==> src/rtl/mips_ctrl_pkg.sv <==
// Shared encodings for the multicycle MIPS controller: opcodes, functs, ALU codes,
// FSM states and the registered control-word layout.
package mips_ctrl_pkg;

    localparam logic [5:0] OP_RTYPE = 6'b000000;
    localparam logic [5:0] OP_LW    = 6'b100011;
    localparam logic [5:0] OP_SW    = 6'b101011;
    localparam logic [5:0] OP_BEQ   = 6'b000100;
    localparam logic [5:0] OP_ADDI  = 6'b001000;
    localparam logic [5:0] OP_J     = 6'b000010;

    localparam logic [5:0] F_ADD = 6'b100000;
    localparam logic [5:0] F_SUB = 6'b100010;
    localparam logic [5:0] F_AND = 6'b100100;
    localparam logic [5:0] F_OR  = 6'b100101;
    localparam logic [5:0] F_SLT = 6'b101010;
    localparam logic [5:0] F_MUL = 6'b011000;

    localparam logic [2:0] ALU_AND = 3'b000;
    localparam logic [2:0] ALU_OR  = 3'b001;
    localparam logic [2:0] ALU_ADD = 3'b010;
    localparam logic [2:0] ALU_SUB = 3'b100;
    localparam logic [2:0] ALU_MUL = 3'b101;
    localparam logic [2:0] ALU_SLT = 3'b110;

    localparam logic [1:0] SRCB_B     = 2'b00;
    localparam logic [1:0] SRCB_FOUR  = 2'b01;
    localparam logic [1:0] SRCB_IMM   = 2'b10;
    localparam logic [1:0] SRCB_IMMSH = 2'b11;

    localparam logic [1:0] PCSRC_ALU    = 2'b00;
    localparam logic [1:0] PCSRC_ALUOUT = 2'b01;
    localparam logic [1:0] PCSRC_JUMP   = 2'b10;

    typedef enum logic [3:0] {
        S_FETCH   = 4'd0,
        S_DECODE  = 4'd1,
        S_MEMADR  = 4'd2,
        S_MEMRD   = 4'd3,
        S_MEMWB   = 4'd4,
        S_MEMWR   = 4'd5,
        S_EXECUTE = 4'd6,
        S_ALUWB   = 4'd7,
        S_BRANCH  = 4'd8,
        S_ADDIEX  = 4'd9,
        S_ADDIWB  = 4'd10,
        S_JUMP    = 4'd11
    } state_e;

    typedef struct packed {
        logic       iord;
        logic       memwrite;
        logic       irwrite;
        logic       regdst;
        logic       memtoreg;
        logic       regwrite;
        logic       alusrca;
        logic [1:0] alusrcb;
        logic [1:0] pcsrc;
        logic       pcwrite;
        logic       branch;
        logic [2:0] aluctl;
    } ctrl_t;

    function automatic logic op_known(logic [5:0] op);
        return (op == OP_RTYPE) || (op == OP_LW) || (op == OP_SW) ||
               (op == OP_BEQ) || (op == OP_ADDI) || (op == OP_J);
    endfunction

    // Moore control word for a state; rtype_alu only matters in EXECUTE.
    function automatic ctrl_t ctrl_for(state_e s, logic [2:0] rtype_alu);
        ctrl_t c;
        c = '0;
        case (s)
            S_FETCH: begin
                c.irwrite = 1'b1;
                c.pcwrite = 1'b1;
                c.alusrcb = SRCB_FOUR;
                c.aluctl  = ALU_ADD;
            end
            S_DECODE: begin
                c.alusrcb = SRCB_IMMSH;
                c.aluctl  = ALU_ADD;
            end
            S_MEMADR, S_ADDIEX: begin
                c.alusrca = 1'b1;
                c.alusrcb = SRCB_IMM;
                c.aluctl  = ALU_ADD;
            end
            S_MEMRD: c.iord = 1'b1;
            S_MEMWB: begin
                c.memtoreg = 1'b1;
                c.regwrite = 1'b1;
            end
            S_MEMWR: begin
                c.iord     = 1'b1;
                c.memwrite = 1'b1;
            end
            S_EXECUTE: begin
                c.alusrca = 1'b1;
                c.aluctl  = rtype_alu;
            end
            S_ALUWB: begin
                c.regdst   = 1'b1;
                c.regwrite = 1'b1;
            end
            S_BRANCH: begin
                c.alusrca = 1'b1;
                c.aluctl  = ALU_SUB;
                c.pcsrc   = PCSRC_ALUOUT;
                c.branch  = 1'b1;
            end
            S_ADDIWB: c.regwrite = 1'b1;
            S_JUMP: begin
                c.pcsrc   = PCSRC_JUMP;
                c.pcwrite = 1'b1;
            end
            default: c = '0;
        endcase
        return c;
    endfunction

endpackage

==> src/rtl/mips_alu_decoder.sv <==
// Combinational R-type Funct -> ALUControl decode with a validity flag.
// MUL support is enabled by defining MIPS_CTRL_MUL_EN.
module mips_alu_decoder
    import mips_ctrl_pkg::*;
(
    input  logic [5:0] funct_i,
    output logic [2:0] alu_ctl_o,
    output logic       funct_valid_o
);

    always_comb begin
        alu_ctl_o     = ALU_ADD;
        funct_valid_o = 1'b1;
        case (funct_i)
            F_ADD: alu_ctl_o = ALU_ADD;
            F_SUB: alu_ctl_o = ALU_SUB;
            F_AND: alu_ctl_o = ALU_AND;
            F_OR:  alu_ctl_o = ALU_OR;
            F_SLT: alu_ctl_o = ALU_SLT;
`ifdef MIPS_CTRL_MUL_EN
            F_MUL: alu_ctl_o = ALU_MUL;
`endif
            default: begin
                alu_ctl_o     = ALU_ADD;
                funct_valid_o = 1'b0;
            end
        endcase
    end

endmodule

==> src/rtl/mips_multicycle_ctrl.sv <==
// Moore FSM controller for the multicycle MIPS core; control word registered from next state.
// MIPS_CTRL_MUL_EN (see mips_alu_decoder) adds the MUL R-type.
module mips_multicycle_ctrl
    import mips_ctrl_pkg::*;
#(
    parameter int CNT_W = 32
) (
    input  logic             CLK,
    input  logic             RST,
    input  logic [5:0]       Op,
    input  logic [5:0]       Funct,
    input  logic             Zero,
    output logic             IorD,
    output logic             MemWrite,
    output logic             IRWrite,
    output logic             RegDst,
    output logic             MemtoReg,
    output logic             RegWrite,
    output logic             ALUSrcA,
    output logic [1:0]       ALUSrcB,
    output logic [1:0]       PCSrc,
    output logic             PCEn,
    output logic [2:0]       ALUControl,
    output logic             IllegalInstr,
    output logic [3:0]       State,
    output logic [CNT_W-1:0] InstrCount
);

    localparam ctrl_t CTRL_FETCH = ctrl_for(S_FETCH, ALU_ADD);

    state_e            state_q, state_d;
    ctrl_t             ctrl_q;
    logic [CNT_W-1:0]  cnt_q;
    logic [2:0]        dec_alu;
    logic              funct_ok;
    logic              retire;
    logic              illegal;

    mips_alu_decoder u_dec (
        .funct_i       (Funct),
        .alu_ctl_o     (dec_alu),
        .funct_valid_o (funct_ok)
    );

    always_comb begin
        state_d = S_FETCH;
        case (state_q)
            S_FETCH:  state_d = S_DECODE;
            S_DECODE: begin
                case (Op)
                    OP_LW, OP_SW: state_d = S_MEMADR;
                    OP_RTYPE:     state_d = S_EXECUTE;
                    OP_BEQ:       state_d = S_BRANCH;
                    OP_ADDI:      state_d = S_ADDIEX;
                    OP_J:         state_d = S_JUMP;
                    default:      state_d = S_FETCH;
                endcase
            end
            S_MEMADR:  state_d = (Op == OP_LW) ? S_MEMRD : S_MEMWR;
            S_MEMRD:   state_d = S_MEMWB;
            S_EXECUTE: state_d = funct_ok ? S_ALUWB : S_FETCH;
            S_ADDIEX:  state_d = S_ADDIWB;
            default:   state_d = S_FETCH;
        endcase
    end

    // Only genuine completions count; illegal aborts return to FETCH from DECODE/EXECUTE.
    assign retire = (state_q == S_MEMWB)  || (state_q == S_MEMWR) ||
                    (state_q == S_ALUWB)  || (state_q == S_BRANCH) ||
                    (state_q == S_ADDIWB) || (state_q == S_JUMP);

    assign illegal = ((state_q == S_DECODE)  && !op_known(Op)) ||
                     ((state_q == S_EXECUTE) && !funct_ok);

    always_ff @(posedge CLK or posedge RST) begin
        if (RST) begin
            state_q <= S_FETCH;
            ctrl_q  <= CTRL_FETCH;
            cnt_q   <= '0;
        end else begin
            state_q <= state_d;
            ctrl_q  <= ctrl_for(state_d, dec_alu);
            if (retire) cnt_q <= cnt_q + CNT_W'(1);
        end
    end

    assign IorD         = ctrl_q.iord;
    assign RegDst       = ctrl_q.regdst;
    assign MemtoReg     = ctrl_q.memtoreg;
    assign ALUSrcA      = ctrl_q.alusrca;
    assign ALUSrcB      = ctrl_q.alusrcb;
    assign PCSrc        = ctrl_q.pcsrc;
    assign ALUControl   = ctrl_q.aluctl;
    assign MemWrite     = ctrl_q.memwrite & ~RST;
    assign IRWrite      = ctrl_q.irwrite & ~RST;
    assign RegWrite     = ctrl_q.regwrite & ~RST;
    assign PCEn         = (ctrl_q.pcwrite | (ctrl_q.branch & Zero)) & ~RST;
    assign IllegalInstr = illegal & ~RST;
    assign State        = state_q;
    assign InstrCount   = cnt_q;

endmodule

==> config.mk <==
export PLATFORM = sky130hd
export DESIGN_NAME = mips_multicycle_ctrl
export DESIGN_NICKNAME = d
export VERILOG_FILES = /design/src/rtl/mips_ctrl_pkg.sv /design/src/rtl/mips_alu_decoder.sv /design/src/rtl/mips_multicycle_ctrl.sv
export SDC_FILE = /design/constraint.sdc
export NUM_CORES = 1
export LEC_CHECK = 0
export ABC_CLOCK_PERIOD_IN_PS = 2300
export BUFFER_PORTS_ARGS = -buffer_cell sky130_fd_sc_hd__clkbuf_2
export CAP_MARGIN = 40
export CELL_PAD_IN_SITES_DETAIL_PLACEMENT = 0
export CELL_PAD_IN_SITES_GLOBAL_PLACEMENT = 1
export CORE_ASPECT_RATIO = 0.8
export CORE_UTILIZATION = 40
export CTS_CLUSTER_SIZE = 16
export DETAILED_ROUTE_END_ITERATION = 7
export GPL_TIMING_DRIVEN = 0
export PLACE_DENSITY_LB_ADDON = 0.25
export RECOVER_POWER = 50
export SYNTH_ARGS = -nofsm -noshare
export SYNTH_HDL_FRONTEND = slang
export SYNTH_SLANG_ARGS = --single-unit
==> constraint.sdc <==
create_clock -name CLK -period 2.3 [get_ports CLK]
set_input_delay 0.115 -clock CLK [delete_from_list [all_inputs] [get_ports CLK]]
set_output_delay 0.115 -clock CLK [all_outputs]
set_load 0.01 [all_outputs]
==> qor.log, run 1 <==
[synth] total of flip-flops plus latches after synthesis 51
[grt] antenna violations before repair 0
[place] half-perimeter wire length after placement 3910 microns
[cts] worst-case clock buffer depth 2
[critical_path] kind of capture point of the worst setup path flip-flop
[cts] Post CTS Setup Buffer Count 0
[critical_path] worst-path fanout max 10
[sta] Worst Skew 0.01084 ns
[cts] quantity of hold-fixing buffers added after cts 1
[detailed_routing] routed length per placed instance 13.99 microns
[run_status] status complete, no violations
[cts] H-Tree Depth 2
[synth] post-synthesis async set-or-reset flop share 100.0%
[place] Port-buffer cells 65
[place] cell count after placement 377
[power_and_ir_drop] IR Drop Worst-Case VDD 0.6661 mV
[cts] CTS tree done
[synth] fraction of the mapped netlist area in simple logic gates 23.52%
[grt] first-pass GRT wire length 9004 microns
[critical_path] path type of the worst setup path reg2reg
[critical_path] cell at the slowest stage of the critical path sky130_fd_sc_hd__dfrtp_1
[finish] filler cell count in the final layout 591
[sta] Max-slew headroom 45.85%
[synth] Syn Std Cell Area 0.002537 sq mm
[sta] total negative slack for setup checks 0 ns
[sta] setup repair after global routing missed its margin no
[sta] minimum hold slack 0.03922 ns
[cts] number of clock sinks 51
[cts] TritonCTS buffer count 5
[finish] post-layout utilization of the core 51.10%
[floorplanning] Initial Util 42.25%
[critical_path] cell breakdown of the critical path buf_4 > nor2b_1 > o22ai_4 > and4_1 > buf_4 > nand4_1 > xnor2_1
[floorplanning] ports placed on the boundary 67
[sta] Final Max Slew Viols 0
[synth] distinct cell type count after synthesis 45
[floorplanning] y dimension of the die 73.24 microns
[finish] number of antenna cells inserted 0
[synth] net count after synthesis 246
[sta] Worst Tran Pin Value 0.8113 ns
[critical_path] Most Frequent Cell on Critical Path sky130_fd_sc_hd__buf_4
[finish] layout cell share with drive strength beyond 1 18.69%
[floorplanning] die footprint 0.006668 sq mm
[grt] number of global-route vias before repair 1817
[sta] final clock period utilization by the worst path 88.70%
[sta] worst path setup slack after routing 0.2600 ns
[grt] total routing usage reported by global routing 17.57%
[synth] share of synthesized cell area in full adder, half adder and majority cells 0.4931%
[synth] post-synthesis xor/xnor area fraction 11.39%
[finish] Syn-to-layout area delta 20.96%
[cts] cell at the root of the clock tree sky130_fd_sc_hd__clkbuf_8
[synth] prevailing post-synth register cell sky130_fd_sc_hd__dfrtp_1
[cts] quantity of gates resized following cts 0
[sta] time the final worst path needs with I/O delays and setup 2.040 ns
[grt] GRT overflow 0
[synth] total of warnings raised by yosys 0
[worst_hold_path] hold crit path type in2reg
[detailed_routing] Starting DRT DRC Count 108
[detailed_routing] number of iterations in the first detailed-routing pass 4
[sta] count of endpoints failing hold in the final timing report 0
[cts] clock-pin slew of the registers on the worst-case setup and hold paths 0.09 ns
[flow_run] number of max-cap violations 0
[synth] number of enable-type register cells in the synthesized netlist 0
[synth] portion of netlist area occupied by mux cells 0.8383%
[place] final weighted congestion in routability-driven placement 0.7977
[floorplanning] standard-cell row count 25
[detailed_routing] Final ANT Viol Nets 0
[power_and_ir_drop] leakage dissipation 1.368 nW
[place] pre-CTS setup slack 0.2615 ns
[detailed_routing] Residual DRC 0
[finish] Post-Layout Cell Count 386
[power_and_ir_drop] power per cell area 789.5 mW/mm^2
[finish] number of nets at the end of the flow 320
[critical_path] Worst Path Required 2.48 ns
[cts] worst-skew pair later-pin latency 0.30 ns
[sta] Setup-failing EPs final 0
[synth] Synth Area in Compound Gates 7.939%
[synth] portion of the post-synthesis area used by sequential elements 50.49%
[critical_path] Worst Setup Start Kind flip-flop
[synth] synthesized instance count 230
[critical_path] critical path arrival 2.22 ns
[synth] largest family of logic cells by synthesized area simple AND/OR/NAND/NOR gates
[grt] maximum number of pins on one net before global-route repair 32
[detailed_routing] vias 1935
[sta] Highest Clock Rate 490.2 MHz
[detailed_routing] Total Routed Length 5402 microns
[synth] mean cell area of the mapped netlist 11.03 sq um
[detailed_routing] ratio of routed vias to standard cells 5.013
[floorplanning] Std-Cell Core Area 0.006006 sq mm
[floorplanning] die outline width 91.05 microns
[critical_path] stage delay of the slowest cell on the critical path 0.42 ns
[final cells by class]
type	instances	area, sq um	share of cell area [%]
Buffer	15	108.9	3.547
Clock buffer	6	72.57	2.364
Clock inverter	2	60.06	1.957
Inverter	7	26.28	0.8561
Multi-Input combinational cell	157	1121	36.53
Sequential cell	51	1281	41.74
Tap cell	81	101.3	3.302
Timing Repair Buffer	67	297.8	9.702
[layer usage]
layer | vias to the layer above | global-route usage [%] | routed length, microns
met5 | - | 0 | 0
met4 | 0 | 5.820 | 51
met3 | 4 | 3.333 | 229
met2 | 47 | 24.75 | 2246
met1 | 930 | 26.94 | 2875
li1 | 954 | - | -
[logic make-up after synthesis]
| kind of cell | count (synthesis) |
|---|---|
| AND/OR/NAND/NOR | 98 |
| buffers and inverters | 22 |
| AO/OA/AOI/OAI | 23 |
| multiplexers | 2 |
| XOR/XNOR | 33 |
| flip-flops | 51 |
| adder cells (fa/ha/maj) | 1 |
[report_power, final]
part,total (mW),internal [mW],switching [mW]
clock,0.727,0.435,0.292
sequential,1.09,1.01,0.0774
combinational,0.604,0.259,0.345
[registers in the layout, summed over array words and instances, names as in the netlist]
name,cells
InstrCount,32
State,4
ctrl_q,4
ALUControl,3
ALUSrcB,2
PCSrc,2
ALUSrcA,1
IorD,1
MemtoReg,1
RegDst,1
[cell usage in the layout, fill, tap and decap left out, types with 5 or more instances in the layout]
cell type,Yosys,routed
sky130_fd_sc_hd__buf_4,11,11
sky130_fd_sc_hd__clkbuf_1,0,47
sky130_fd_sc_hd__nand2b_1,5,5
sky130_fd_sc_hd__nand2_1,14,14
sky130_fd_sc_hd__clkbuf_2,0,19
sky130_fd_sc_hd__a21oi_1,5,5
sky130_fd_sc_hd__xor2_1,5,5
sky130_fd_sc_hd__clkbuf_8,0,5
sky130_fd_sc_hd__inv_1,7,7
sky130_fd_sc_hd__nor2b_1,6,6
sky130_fd_sc_hd__nor2_1,8,8
sky130_fd_sc_hd__xnor2_1,28,28
sky130_fd_sc_hd__and3_1,14,14
sky130_fd_sc_hd__nand4_1,14,14
sky130_fd_sc_hd__dfrtp_1,47,47
sky130_fd_sc_hd__nand3_1,15,15
[cell usage after synthesis (all sizes together), types with 6 or more instances]
library cell,instances,area [sq um]
buf,15,108.9
dfrtp,47,1176
xnor2,28,245.2
nor2,8,30.03
nor2b,6,37.54
nand3,15,75.07
and3,14,87.58
nand2,14,52.55
nand4,15,100.1
inv,7,26.28
[metrics by stage]
stage	power [mW]	instance area, sq um
6_report	2.423	3069
5_1_grt	2.562	3069
4_1_cts	2.458	3127
3_5_place_dp	1.728	2984
3_3_place_gp	1.722	2964
2_1_floorplan	1.518	2537
[critical path, delay by kind of cell, from the launching register on]
family          cells  cell delay [ns]
buf+inv             2             0.40
simple gates        3             0.69
xor+xnor            1             0.16
flops               1             0.42
compound gates      1             0.25
[path summary, 6_finish.rpt]
| path | start | end | slack (ns) | cells past startpoint |
|---|---|---|---|---|
| min | Funct[0] | ALUControl[0] | 0.04 | 3 |
| min reg2reg | InstrCount[27] | InstrCount[27] | 0.50 | 1 |
| max reg2reg | State[0] | InstrCount[25] | 0.26 | 7 |
| min in group asynchronous | RST | InstrCount[14] | 0.68 | 3 |
| max in group asynchronous | RST | ctrl_q[4] | 0.91 | 4 |
| max | State[0] | InstrCount[25] | 0.26 | 7 |
Power figures use the tool's default switching activity.
==> inputs of run 2 (changes only) <==
--- a/config.mk
+++ b/config.mk
@@ -11,12 +11,15 @@
 export CELL_PAD_IN_SITES_DETAIL_PLACEMENT = 0
 export CELL_PAD_IN_SITES_GLOBAL_PLACEMENT = 1
 export CORE_ASPECT_RATIO = 0.8
+export CORE_MARGIN = 4
 export CORE_UTILIZATION = 40
+export CTS_CLUSTER_DIAMETER = 40
 export CTS_CLUSTER_SIZE = 16
 export DETAILED_ROUTE_END_ITERATION = 7
 export GPL_TIMING_DRIVEN = 0
 export PLACE_DENSITY_LB_ADDON = 0.25
 export RECOVER_POWER = 50
+export SETUP_SLACK_MARGIN = 0.4
 export SYNTH_ARGS = -nofsm -noshare
 export SYNTH_HDL_FRONTEND = slang
 export SYNTH_SLANG_ARGS = --single-unit
==> run 2 against run 1 <==
Final cell count is 0.78% higher. Largest power group unchanged. Non-clock buffer count increased by 3. Setup slack improved by 0.11 ns. Global-route usage fell by 2.7 points.
==> qor.log, run 2 (synthesis results as in run 1) <==
[finish] area occupied by multi-input gates 0.001149 sq mm [+2.5%]
[cts] worst-skew pair later-pin latency 0.30 ns [about the same]
[critical_path] Worst R2R Path Depth 7 [unchanged]
[sta] Highest Clock Rate 517.1 MHz [+5.5%]
[critical_path] Worst R2R End ALUControl[1]
[critical_path] Most Frequent Cell on Critical Path sky130_fd_sc_hd__buf_4
[critical_path] cell at the slowest stage of the critical path sky130_fd_sc_hd__nor4b_1
[place] instance area after placement 0.002984 sq mm [unchanged]
[critical_path] Worst Setup Start Kind flip-flop
[floorplanning] die outline width 97.05 microns [+6.6%]
[worst_hold_path] number of stages on the worst hold path 3 [unchanged]
[floorplanning] ports placed on the boundary 67 [unchanged]
[sta] Worst Tran Pin Value 0.8604 ns [+0.04914 ns]
[flow_run] number of max-cap violations 0 [unchanged]
[detailed_routing] Total Routed Length 5517 microns [+2.1%]
[cts] worst-case clock buffer depth 2 [unchanged]
[floorplanning] standard-cell row count 25 [unchanged]
[cts] cell at the root of the clock tree sky130_fd_sc_hd__clkbuf_8
[sta] final clock period utilization by the worst path 84.08% [-4.6 points]
[detailed_routing] Final ANT Viol Nets 0 [unchanged]
[detailed_routing] vias 1903 [-1.7%]
[grt] first-pass GRT wire length 9128 microns [+1.4%]
[sta] Max-slew headroom 42.58% [-3.3 points]
[sta] count of endpoints failing hold in the final timing report 0 [unchanged]
[grt] GRT overflow 0 [unchanged]
[critical_path] Worst Path Required 2.54 ns [+0.06 ns]
[sta] Worst Skew 0.007511 ns [-0.003328 ns]
[grt] total routing usage reported by global routing 14.84% [-2.7 points]
[sta] Final Max Slew Viols 0 [unchanged]
[critical_path] worst-path fanout max 10 [unchanged]
[critical_path] kind of capture point of the worst setup path flip-flop
[critical_path] Worst path top cell family by delay simple AND/OR/NAND/NOR gates
[grt] number of global-route vias before repair 1866 [+2.7%]
[finish] commonest cells after routing, fill and taps aside sky130_fd_sc_hd__dfrtp_1 (47), sky130_fd_sc_hd__clkbuf_1 (45), sky130_fd_sc_hd__xnor2_1 (28), sky130_fd_sc_hd__clkbuf_2 (20), sky130_fd_sc_hd__nand3_1 (15)
[place] half-perimeter wire length after placement 4106 microns [+5.0%]
[finish] number of nets at the end of the flow 323 [+0.94%]
[detailed_routing] ratio of routed vias to standard cells 4.892 [-2.4%]
[power_and_ir_drop] total power of the final layout 2.367 mW [-2.3%]
[floorplanning] die footprint 0.007690 sq mm [+15%]
[power_and_ir_drop] IR Drop Worst-Case VDD 0.3984 mV [-40%]
[cts] CTS tree done
[critical_path] critical path buffer and inverter count 2 [unchanged]
[critical_path] flop-to-flop setup slack 0.37 ns [+0.11 ns]
[cts] number of clock sinks 51 [unchanged]
[floorplanning] Initial Util 42.03% [-0.22 points]
[cts] TritonCTS buffer count 5 [unchanged]
[grt] antenna violations before repair 0 [unchanged]
[cts] clock-pin slew of the registers on the worst-case setup and hold paths 0.09 ns [about the same]
[sta] time the final worst path needs with I/O delays and setup 1.934 ns [-0.1061 ns]
[place] final weighted congestion in routability-driven placement 0.7605 [-4.7%]
[finish] number of flip-flops under the largest register name 32 [unchanged]
[finish] combined flip-flop and latch cell area 0.001281 sq mm [unchanged]
[critical_path] Reg2Reg Launch Point State[0]
[detailed_routing] Starting DRT DRC Count 51 [-53%]
[finish] cell area after layout 0.003119 sq mm [+1.6%]
[finish] most common cell after layout, fill and taps aside sky130_fd_sc_hd__dfrtp_1
[sta] Setup-failing EPs final 0 [unchanged]
[critical_path] critical path arrival 2.17 ns [-0.05 ns]
[critical_path] stage delay of the slowest cell on the critical path 0.52 ns [+0.10 ns]
[finish] Syn-to-layout area delta 22.93%
[finish] number of antenna cells inserted 0 [unchanged]
[sta] setup repair after global routing missed its margin no
[critical_path] cell breakdown of the critical path buf_4 > nor4b_1 > nand4b_1 > nand4_1 > buf_4 > o2111a_1 > a2bb2oi_2
[cts] H-Tree Depth 2 [unchanged]
[worst_hold_path] hold crit path type in2reg
[grt] maximum number of pins on one net before global-route repair 32 [unchanged]
[place] Port-buffer cells 65 [unchanged]
[worst_hold_path] Worst Hold Path EP ALUControl[0]
[finish] layout cell share with drive strength beyond 1 22.40% [+3.7 points]
[detailed_routing] routed length per placed instance 14.18 microns [+1.3%]
[power_and_ir_drop] leakage dissipation 1.397 nW [+2.1%]
[sta] total negative slack for setup checks 0 ns [unchanged]
[detailed_routing] number of iterations in the first detailed-routing pass 4 [unchanged]
[run_status] status complete, no violations
[critical_path] path type of the worst setup path reg2reg
[floorplanning] Std-Cell Core Area 0.006037 sq mm [+0.52%]
[floorplanning] y dimension of the die 79.24 microns [+8.2%]
[worst_hold_path] hold_sp Funct[0]
[finish] filler cell count in the final layout 579 [-2.0%]
[power_and_ir_drop] power per cell area 758.8 mW/mm^2 [-3.9%]
[detailed_routing] Residual DRC 0 [unchanged]
==> run 2: worst max-delay path by stage <==
stage | depth (start not counted) | startpoint | slack (ns) | endpoint
final | 7 | State[0] | 0.37 | ALUControl[1]
after global placement | 2 | RST | 0.22 | InstrCount[18]
after floorplan | 7 | State[1] | 0.54 | InstrCount[13]
after detailed placement | 7 | State[1] | 0.32 | InstrCount[22]
after global routing | 7 | State[0] | 0.23 | ALUControl[0]
after CTS | 6 | InstrCount[6] | 0.43 | InstrCount[31]
==> run 2: metal layers <==
layer	vias to the layer above	GRT usage [%]	routed length, microns
met4	0	4.488	53
met1	897	20.65	2879
met3	7	3.951	252
met5	-	0	0
li1	960	-	-
met2	39	22.73	2331
==> run 2: layout make-up <==
class                   count  share of cell area [%]
plain buffers              15                   3.811
clock inverters             2                   1.243
well taps                  81                   3.249
flip-flops and latches     51                   41.08
multi-input cells         157                   36.82
clock buffers               6                   2.647
inverters                   7                  0.8424
repair buffers             70                   10.31
==> run 2: worst reg2reg max path, delay by kind of cell, from the launching register on <==
| kind | cells | cell delay [ns] |
|---|---|---|
| AOI/OAI and AO/OA | 2 | 0.34 |
| and+or+nand+nor | 3 | 0.79 |
| buffers and inverters | 2 | 0.34 |
| DFF | 1 | 0.41 |
==> run 2: power breakdown <==
part / leakage (nW) / switching [mW] / internal, mW
Sequential: 0.687 / 0.0738 / 1.01
Combinational: 0.648 / 0.349 / 0.277
Clock: 0.0618 / 0.296 / 0.358
Total: 1.40 / 0.719 / 1.65
==> run 2: timing repair <==
item	in CTS	in global routing
gates cloned	0	0
resized for setup	6	10
hold buffers	1	0
pin swaps	2	5
setup buffers	2	1
endpoints found under the setup margin	27	21
hold endpoints to repair	19	0
==> run 2: through the flow <==
stage	utilization (%)	hold slack (ns)	worst slack (ns)	std cells
global route	51.67	0.05950	0.2308	389
detailed placement	49.43	0.2417	0.3236	377
CTS	52.04	0.05292	0.4319	388
global placement	49.10	0.3720	0.2249	376
finish	51.67	0.05970	0.3661	389
floorplan	-	0.2265	0.5391	230
